--- src/rtl/step_profile_gen_pkg.sv ---
// ---------------------------------------------------------------------------
// step_pkg
// Shared definitions for the trapezoidal step profile generator:
//   state_t      - motion state encoding used by step_profile_gen
//   params_legal - elaboration-time legality check of the profile parameters
// ---------------------------------------------------------------------------
package step_pkg;

  typedef enum logic [2:0] {
    ST_IDLE,
    ST_ACCEL,
    ST_CRUISE,
    ST_DECEL,
    ST_DONE
  } state_t;

  // The cruise velocity must leave every step period longer than two pulse
  // widths, so stretched pulses can never overlap or merge:
  //   VMIN <= VMAX < 2^ACC_W / (2*PULSE_W), ACCEL >= 1.
  // The bound is checked in integer form as 2*PULSE_W*VMAX < 2^ACC_W.
  function automatic bit params_legal(input longint acc_w,
                                      input longint vmin,
                                      input longint vmax,
                                      input longint accel,
                                      input longint pulse_w);
    longint full;
    if (acc_w < 2 || acc_w > 48 || pulse_w < 1) begin
      return 1'b0;
    end
    full = longint'(1) << acc_w;
    return (vmin <= vmax) && (vmax * 2 * pulse_w < full) && (accel >= 1);
  endfunction

endpackage

--- src/rtl/step_profile_gen_stretcher.sv ---
// ---------------------------------------------------------------------------
// step_pulse_stretcher
// Turns a one-tick step event into a step pulse PULSE_W ticks wide. The pulse
// rises on the tick after the event and always runs to completion, whatever
// the motion controller does in the meantime.
//
// Ports:
//   int_clk    - clock
//   reset_n_i  - asynchronous active-low reset (clears pulse and counter)
//   trigger    - one-tick step event
//   pulse      - registered stretched pulse
// ---------------------------------------------------------------------------
module step_pulse_stretcher #(
  parameter int unsigned PULSE_W = 4
) (
  input  logic int_clk,
  input  logic reset_n_i,
  input  logic trigger,
  output logic pulse
);

  localparam int unsigned CNT_W = (PULSE_W < 2) ? 1 : $clog2(PULSE_W + 1);

  logic [CNT_W-1:0] cnt;

  // cnt holds the number of high ticks still owed after the current one.
  // Events cannot arrive while a pulse is active because the step period is
  // guaranteed to exceed twice the pulse width.
  always_ff @(posedge int_clk or negedge reset_n_i) begin
    if (!reset_n_i) begin
      cnt   <= '0;
      pulse <= 1'b0;
    end else if (trigger) begin
      cnt   <= CNT_W'(PULSE_W - 1);
      pulse <= 1'b1;
    end else if (cnt != '0) begin
      cnt   <= cnt - CNT_W'(1);
      pulse <= 1'b1;
    end else begin
      pulse <= 1'b0;
    end
  end

endmodule

--- src/rtl/step_profile_gen.sv ---
// ---------------------------------------------------------------------------
// step_profile_gen
// Trapezoidal velocity-profile step generator. A phase accumulator advances
// by the current velocity each tick; each carry out of the accumulator is one
// step. Velocity ramps from VMIN up to VMAX, cruises, then ramps back down so
// that the move ends after exactly the commanded number of steps.
//
// Ports:
//   int_clk       - clock, one tick per rising edge
//   reset_n_i     - asynchronous active-low reset
//   cmd_valid_i   - move command valid
//   cmd_ready_o   - ready for a command (only in IDLE, and during reset)
//   cmd_steps_i   - number of steps to move
//   cmd_dir_i     - direction of the move
//   abort_i       - controlled stop request (ramp down over ramp_steps)
//   step_o        - stretched step pulse to the driver
//   dir_o         - direction to the driver, latched on command accept
//   busy_o        - high while accelerating, cruising or decelerating
//   done_o        - one-tick move-complete strobe
//   velocity_o    - current velocity in 2^-ACC_W steps per tick
// ---------------------------------------------------------------------------
module step_profile_gen
  import step_pkg::*;
#(
  parameter int unsigned ACC_W   = 24,
  parameter int unsigned STEPS_W = 32,
  parameter int unsigned VMIN    = 1024,
  parameter int unsigned VMAX    = 65536,
  parameter int unsigned ACCEL   = 16,
  parameter int unsigned PULSE_W = 4
) (
  input  logic               int_clk,
  input  logic               reset_n_i,
  input  logic               cmd_valid_i,
  output logic               cmd_ready_o,
  input  logic [STEPS_W-1:0] cmd_steps_i,
  input  logic               cmd_dir_i,
  input  logic               abort_i,
  output logic               step_o,
  output logic               dir_o,
  output logic               busy_o,
  output logic               done_o,
  output logic [ACC_W-1:0]   velocity_o
);

  if (!params_legal(longint'(ACC_W), longint'(VMIN), longint'(VMAX),
                    longint'(ACCEL), longint'(PULSE_W))) begin : g_bad_params
    $error("step_profile_gen: illegal VMIN/VMAX/ACCEL/PULSE_W for ACC_W");
  end

  localparam logic [ACC_W-1:0] VMIN_V    = ACC_W'(VMIN);
  localparam logic [ACC_W-1:0] VMAX_V    = ACC_W'(VMAX);
  localparam logic [ACC_W-1:0] ACCEL_V   = ACC_W'(ACCEL);
  localparam logic [ACC_W:0]   ACCEL_W1  = (ACC_W + 1)'(ACCEL);

  state_t             state;
  logic [ACC_W-1:0]   phase;
  logic [ACC_W-1:0]   v;
  logic [STEPS_W-1:0] remaining;
  logic [STEPS_W-1:0] ramp_steps;

  logic               moving;
  logic [ACC_W:0]     phase_sum;
  logic [ACC_W-1:0]   phase_next;
  logic               step_evt;
  logic [STEPS_W-1:0] rem_post;
  logic [STEPS_W-1:0] ramp_eff;
  logic [STEPS_W-1:0] rem_abort;
  logic [ACC_W:0]     v_up_wide;
  logic [ACC_W-1:0]   v_up;
  logic [ACC_W-1:0]   v_down;

  // Post-update datapath values for the current tick. The transition checks
  // in the state machine compare these, not the pre-update registers.
  // A carry with nothing left to step is dropped so remaining can never wrap.
  always_comb begin
    moving     = (state == ST_ACCEL) || (state == ST_CRUISE) || (state == ST_DECEL);
    phase_sum  = {1'b0, phase} + {1'b0, v};
    phase_next = phase_sum[ACC_W-1:0];
    step_evt   = moving && phase_sum[ACC_W] && (remaining != '0);
    rem_post   = step_evt ? (remaining - STEPS_W'(1)) : remaining;

    // Only steps taken while accelerating count towards the braking distance.
    ramp_eff = ramp_steps;
    if ((state == ST_ACCEL) && step_evt && (ramp_steps != '1)) begin
      ramp_eff = ramp_steps + STEPS_W'(1);
    end

    rem_abort = (rem_post < ramp_eff) ? rem_post : ramp_eff;

    v_up_wide = {1'b0, v} + ACCEL_W1;
    v_up      = (v_up_wide >= {1'b0, VMAX_V}) ? VMAX_V : v_up_wide[ACC_W-1:0];

    if ({1'b0, v} <= ({1'b0, VMIN_V} + ACCEL_W1)) begin
      v_down = VMIN_V;
    end else begin
      v_down = v - ACCEL_V;
    end
  end

  // Motion state machine with all status outputs registered alongside it.
  // cmd_ready_o resets high so a command can be presented straight after reset.
  always_ff @(posedge int_clk or negedge reset_n_i) begin
    if (!reset_n_i) begin
      state       <= ST_IDLE;
      phase       <= '0;
      v           <= '0;
      remaining   <= '0;
      ramp_steps  <= '0;
      dir_o       <= 1'b0;
      busy_o      <= 1'b0;
      done_o      <= 1'b0;
      cmd_ready_o <= 1'b1;
    end else begin
      done_o <= 1'b0;
      case (state)
        ST_IDLE: begin
          if (cmd_valid_i) begin
            dir_o       <= cmd_dir_i;
            remaining   <= cmd_steps_i;
            v           <= VMIN_V;
            phase       <= '0;
            ramp_steps  <= '0;
            cmd_ready_o <= 1'b0;
            if (cmd_steps_i == '0) begin
              state  <= ST_DONE;
              done_o <= 1'b1;
            end else begin
              state  <= ST_ACCEL;
              busy_o <= 1'b1;
            end
          end
        end

        // Braking check wins over reaching cruise speed, and an abort clamps
        // the remaining distance to what the ramp-down needs.
        ST_ACCEL, ST_CRUISE: begin
          phase      <= phase_next;
          remaining  <= rem_post;
          ramp_steps <= ramp_eff;
          if (state == ST_ACCEL) begin
            v <= v_up;
          end
          if (abort_i) begin
            remaining <= rem_abort;
            state     <= ST_DECEL;
          end else if (rem_post <= ramp_eff) begin
            state <= ST_DECEL;
          end else if ((state == ST_ACCEL) && (v_up == VMAX_V)) begin
            state <= ST_CRUISE;
          end
        end

        ST_DECEL: begin
          phase     <= phase_next;
          remaining <= rem_post;
          v         <= v_down;
          if (rem_post == '0) begin
            state  <= ST_DONE;
            busy_o <= 1'b0;
            done_o <= 1'b1;
          end
        end

        ST_DONE: begin
          v           <= '0;
          state       <= ST_IDLE;
          cmd_ready_o <= 1'b1;
        end

        default: begin
          state       <= ST_IDLE;
          v           <= '0;
          busy_o      <= 1'b0;
          cmd_ready_o <= 1'b1;
        end
      endcase
    end
  end

  assign velocity_o = v;

  step_pulse_stretcher #(
    .PULSE_W(PULSE_W)
  ) u_stretcher (
    .int_clk  (int_clk),
    .reset_n_i(reset_n_i),
    .trigger  (step_evt),
    .pulse    (step_o)
  );

endmodule

--- config.mk ---
export PLATFORM = sky130hd
export DESIGN_NAME = step_profile_gen
export DESIGN_NICKNAME = d
export VERILOG_FILES = /design/src/rtl/step_profile_gen_pkg.sv /design/src/rtl/step_profile_gen_stretcher.sv /design/src/rtl/step_profile_gen.sv
export SDC_FILE = /design/constraint.sdc
export NUM_CORES = 1
export LEC_CHECK = 0
export BUFFER_PORTS_ARGS = -buffer_cell sky130_fd_sc_hd__buf_4
export CORE_ASPECT_RATIO = 0.8
export CORE_MARGIN = 1.5
export CORE_UTILIZATION = 50
export DETAILED_ROUTE_END_ITERATION = 8
export GPL_TIMING_DRIVEN = 0
export PLACE_DENSITY = 0.68
export SYNTH_ARGS = -nofsm -noshare
export SYNTH_HDL_FRONTEND = slang
export SYNTH_SLANG_ARGS = --single-unit
--- constraint.sdc ---
create_clock -name int_clk -period 6.4 [get_ports int_clk]
set_input_delay 1.28 -clock int_clk [delete_from_list [all_inputs] [get_ports int_clk]]
set_output_delay 1.28 -clock int_clk [all_outputs]
set_load 0.05 [all_outputs]
==> reports/metrics.yaml <==
drt_iter0_drc: 1116
syn-instance-count: 1151
antenna_cells: 0
num_rows: 45
crit_family: "simple AND/OR/NAND/NOR gates"
maxClockFrequency_mhz: 159
synth.top_cell.area_share_pct: 31.9
max_cap_violations: 0
grt_use_total_pct: 32.1
synthFlopType: "dfrtp_1"
vias: 9539
yosysSeqAreaShare_pct: 32.2
yosysUniqueCellTypes: 72
p_per_area_nw_per_um2: 537
cts_root_buffer: "clkbuf_16"
maxSlewHeadroom_pct: 24.6
clk_path_buf_depth: 2
critPathKind: "reg -> reg"
netlist_area_sq_um: 9560
p_leak_nw: 4.91
num-nets-final: 1340
yosys_warnings: 0
dp_cells: 1475
start_kind: "flip-flop"
worstPathCellList: "ha_1, and4_1, and3_1, nand3_1, a2111o_1, clkbuf_2, a21o_1, or2_2, nor4_1, xor2_1, ha_1, nand4_1, or3_1, nor4_4, o21a_1, o31ai_2, a221oi_2, nor2_2, clkbuf_2, a21oi_1, o21ai_0"
globalRouteOverflowTotal: 0
worst_ir_drop_vdd_mv: 0.258
fillers: 1701
dieArea_sq_um: 20000
ant_nets: 0
worstSkewPairLatency_ps: 430
ys_ff_latch: 123
routabilityCongestion: 0.974
place_area_sq_um: 10400
htreeDepth: 4
start_util_pct: 50.7
drcViolationCount: 0
hold_viol: 0
finalSetupViolCount: 0
grt_pass1_vias: 8573
path_buf_inv: 2
fin_skew_ps: 9.29
status: "completed"
tritoncts: "done"
drive_gt1_share_pct: 14.6
hpwlAfterDp_microns: 23500
vias_per_cell: 6.32
async_flop_share_pct: 100
worstPathRequired_ps: 6700
tightestPinTransition_ps: 1120
path_clk_slew_ps: 60
post-route-min-period_ps: 6280
synth_top_cell_by_area: "dfrtp_1"
fin_util_pct: 59.9
wire_per_inst_microns: 20.9
core-area_sq_um: 18900
die_x_microns: 158
r2r_slack_ps: 120
slowest_stage: "a2111o_1"
cts_buffers: 17
cts_sinks: 123
final.period_utilization_pct: 98.0
drt_pass1_iterations: 5
final_cells: 1510
synth_nets: 1252
final_area_sq_um: 11300
antenna_found_initial: 0
portBuffers: 65
syn_to_final_growth_pct: 18.2
grt_max_degree: 95
synth_area_leaders: "dfrtp_1, ha_1, o21ai_0, nand2_1, xor2_1"
hp-class: "reg -> reg"
num_io_pins: 66
crit_path_max_incr_delay_ps: 540
critPathMaxFanout: 10
die_h_microns: 127
wl_microns: 31600
synth_common_cells: "nand2_1, dfrtp_1, o21ai_0, a21oi_1, nor2_1"
slew_violations: 0
worstSetupEndpointType: "flip-flop"
grt_pass1_wl_microns: 48700
synth_most_common_cell: "nand2_1"
synth_edf_count: 0
cts_hold_buf: 0
avgSynthCellArea_sq_um: 8.31
crit_arrival_ps: 6580
whs_ps: 483
worst register-to-register path, stage by stage (launching register included):
cell and delay, ps:
dfrtp_1 500, ha_1 430, and4_1 220, and3_1 190
nand3_1 90, a2111o_1 540, clkbuf_2 250, a21o_1 260
or2_2 350, nor4_1 290, xor2_1 300, ha_1 210
nand4_1 230, or3_1 490, nor4_4 320, o21a_1 190
o31ai_2 110, a221oi_2 350, nor2_2 130, clkbuf_2 290
a21oi_1 270, o21ai_0 120
registers in the layout, indices dropped and copies added, names as in the netlist:
signal	cells
velocity_o	24
ramp_steps	32
phase	24
done_o	1
remaining	32
busy_o	1
state	3
u_stretcher.cnt	3
u_stretcher.pulse	1
cmd_ready_o	1
dir_o	1
power by group:
part           leakage, nW  switching, W  total, W  internal [W]
combinational         3.01       0.00231   0.00369       0.00138
clock                0.294      0.000412   0.00103      0.000620
sequential            1.60      0.000304   0.00135       0.00105
total                 4.91       0.00302   0.00607       0.00305
through the flow:
step	total power [W]	setup TNS [ps]	worst slack (ps)
after floorplan	0.00376	0	409
after global placement	0.00467	-38420	-1380
after detailed placement	0.00473	-38230	-1350
after CTS	0.00588	0	5.85
after global routing	0.00648	-106	-45.3
final	0.00607	0	125
layer usage:
metal | GRT usage, % | share of wire [%] | vias to the layer above
met3 | 11.2 | 12 | 42
met2 | 42.3 | 39 | 486
met1 | 49.8 | 47 | 4554
li1 | - | - | 4457
met4 | 6.66 | 1.4 | 0
met5 | 0 | 0 | -
layout by cell type, fill, tap and decap left out, types with 5 or more instances in the layout:
master / count
o31ai_1: 9
xnor2_1: 37
o221ai_1: 15
nor4_1: 23
xor2_2: 5
a221o_1: 5
ha_1: 57
inv_1: 21
nor3_1: 26
clkbuf_2: 9
and2_1: 8
o211ai_1: 11
a211oi_1: 11
a21oi_1: 72
nor2b_1: 7
a21o_1: 22
nor2_1: 66
a2111oi_0: 5
o21ai_0: 114
nand4_1: 16
or2_2: 6
or4_1: 5
dfrtp_1: 120
mux2_2: 14
clkbuf_16: 17
and4_1: 6
mux2i_1: 11
nand3_1: 57
o21ai_1: 9
nand3b_1: 7
and3_1: 32
nand2_1: 126
nand2b_1: 7
buf_4: 70
a31oi_1: 8
o21a_1: 12
xor2_1: 41
or3_1: 14
clkbuf_1: 41
worst paths after layout:
check | startpoint | endpoint | cells after the start
max | velocity_o[18] | remaining[20] | 21
min in group asynchronous | reset_n_i | phase[7] | 1
max reg2reg | velocity_o[18] | remaining[20] | 21
min reg2reg | cmd_ready_o | cmd_ready_o | 2
min | cmd_ready_o | cmd_ready_o | 2
max in group asynchronous | reset_n_i | ramp_steps[8] | 2
cell type report:
class | count | area, sq um | area share [%]
plain buffers | 61 | 263 | 2.33
clock inverters | 15 | 189 | 1.67
repair buffers | 71 | 557 | 4.93
flip-flops and latches | 123 | 3080 | 27.3
multi-input cells | 944 | 6380 | 56.5
inverters | 21 | 78.8 | 0.698
clock buffers | 17 | 425 | 3.76
well taps | 258 | 323 | 2.86
logic make-up after synthesis:
kind of cell             after synthesis  share of synthesized area [%]
XOR/XNOR                              87                           7.97
AO/OA/AOI/OAI                        336                           22.0
AND/OR/NAND/NOR                      430                           22.9
flip-flops                           123                           32.2
multiplexers                          27                           3.06
adder cells (fa/ha/maj)               64                           8.46
buffers and inverters                 84                           3.42
repair_timing:
action,4_1_cts,5_1_grt
pin swaps,2,4
resized for setup,29,39
endpoints found under the setup margin,34,32
buffers inserted,2,3
gates cloned,0,0
Power figures use the tool's default switching activity.
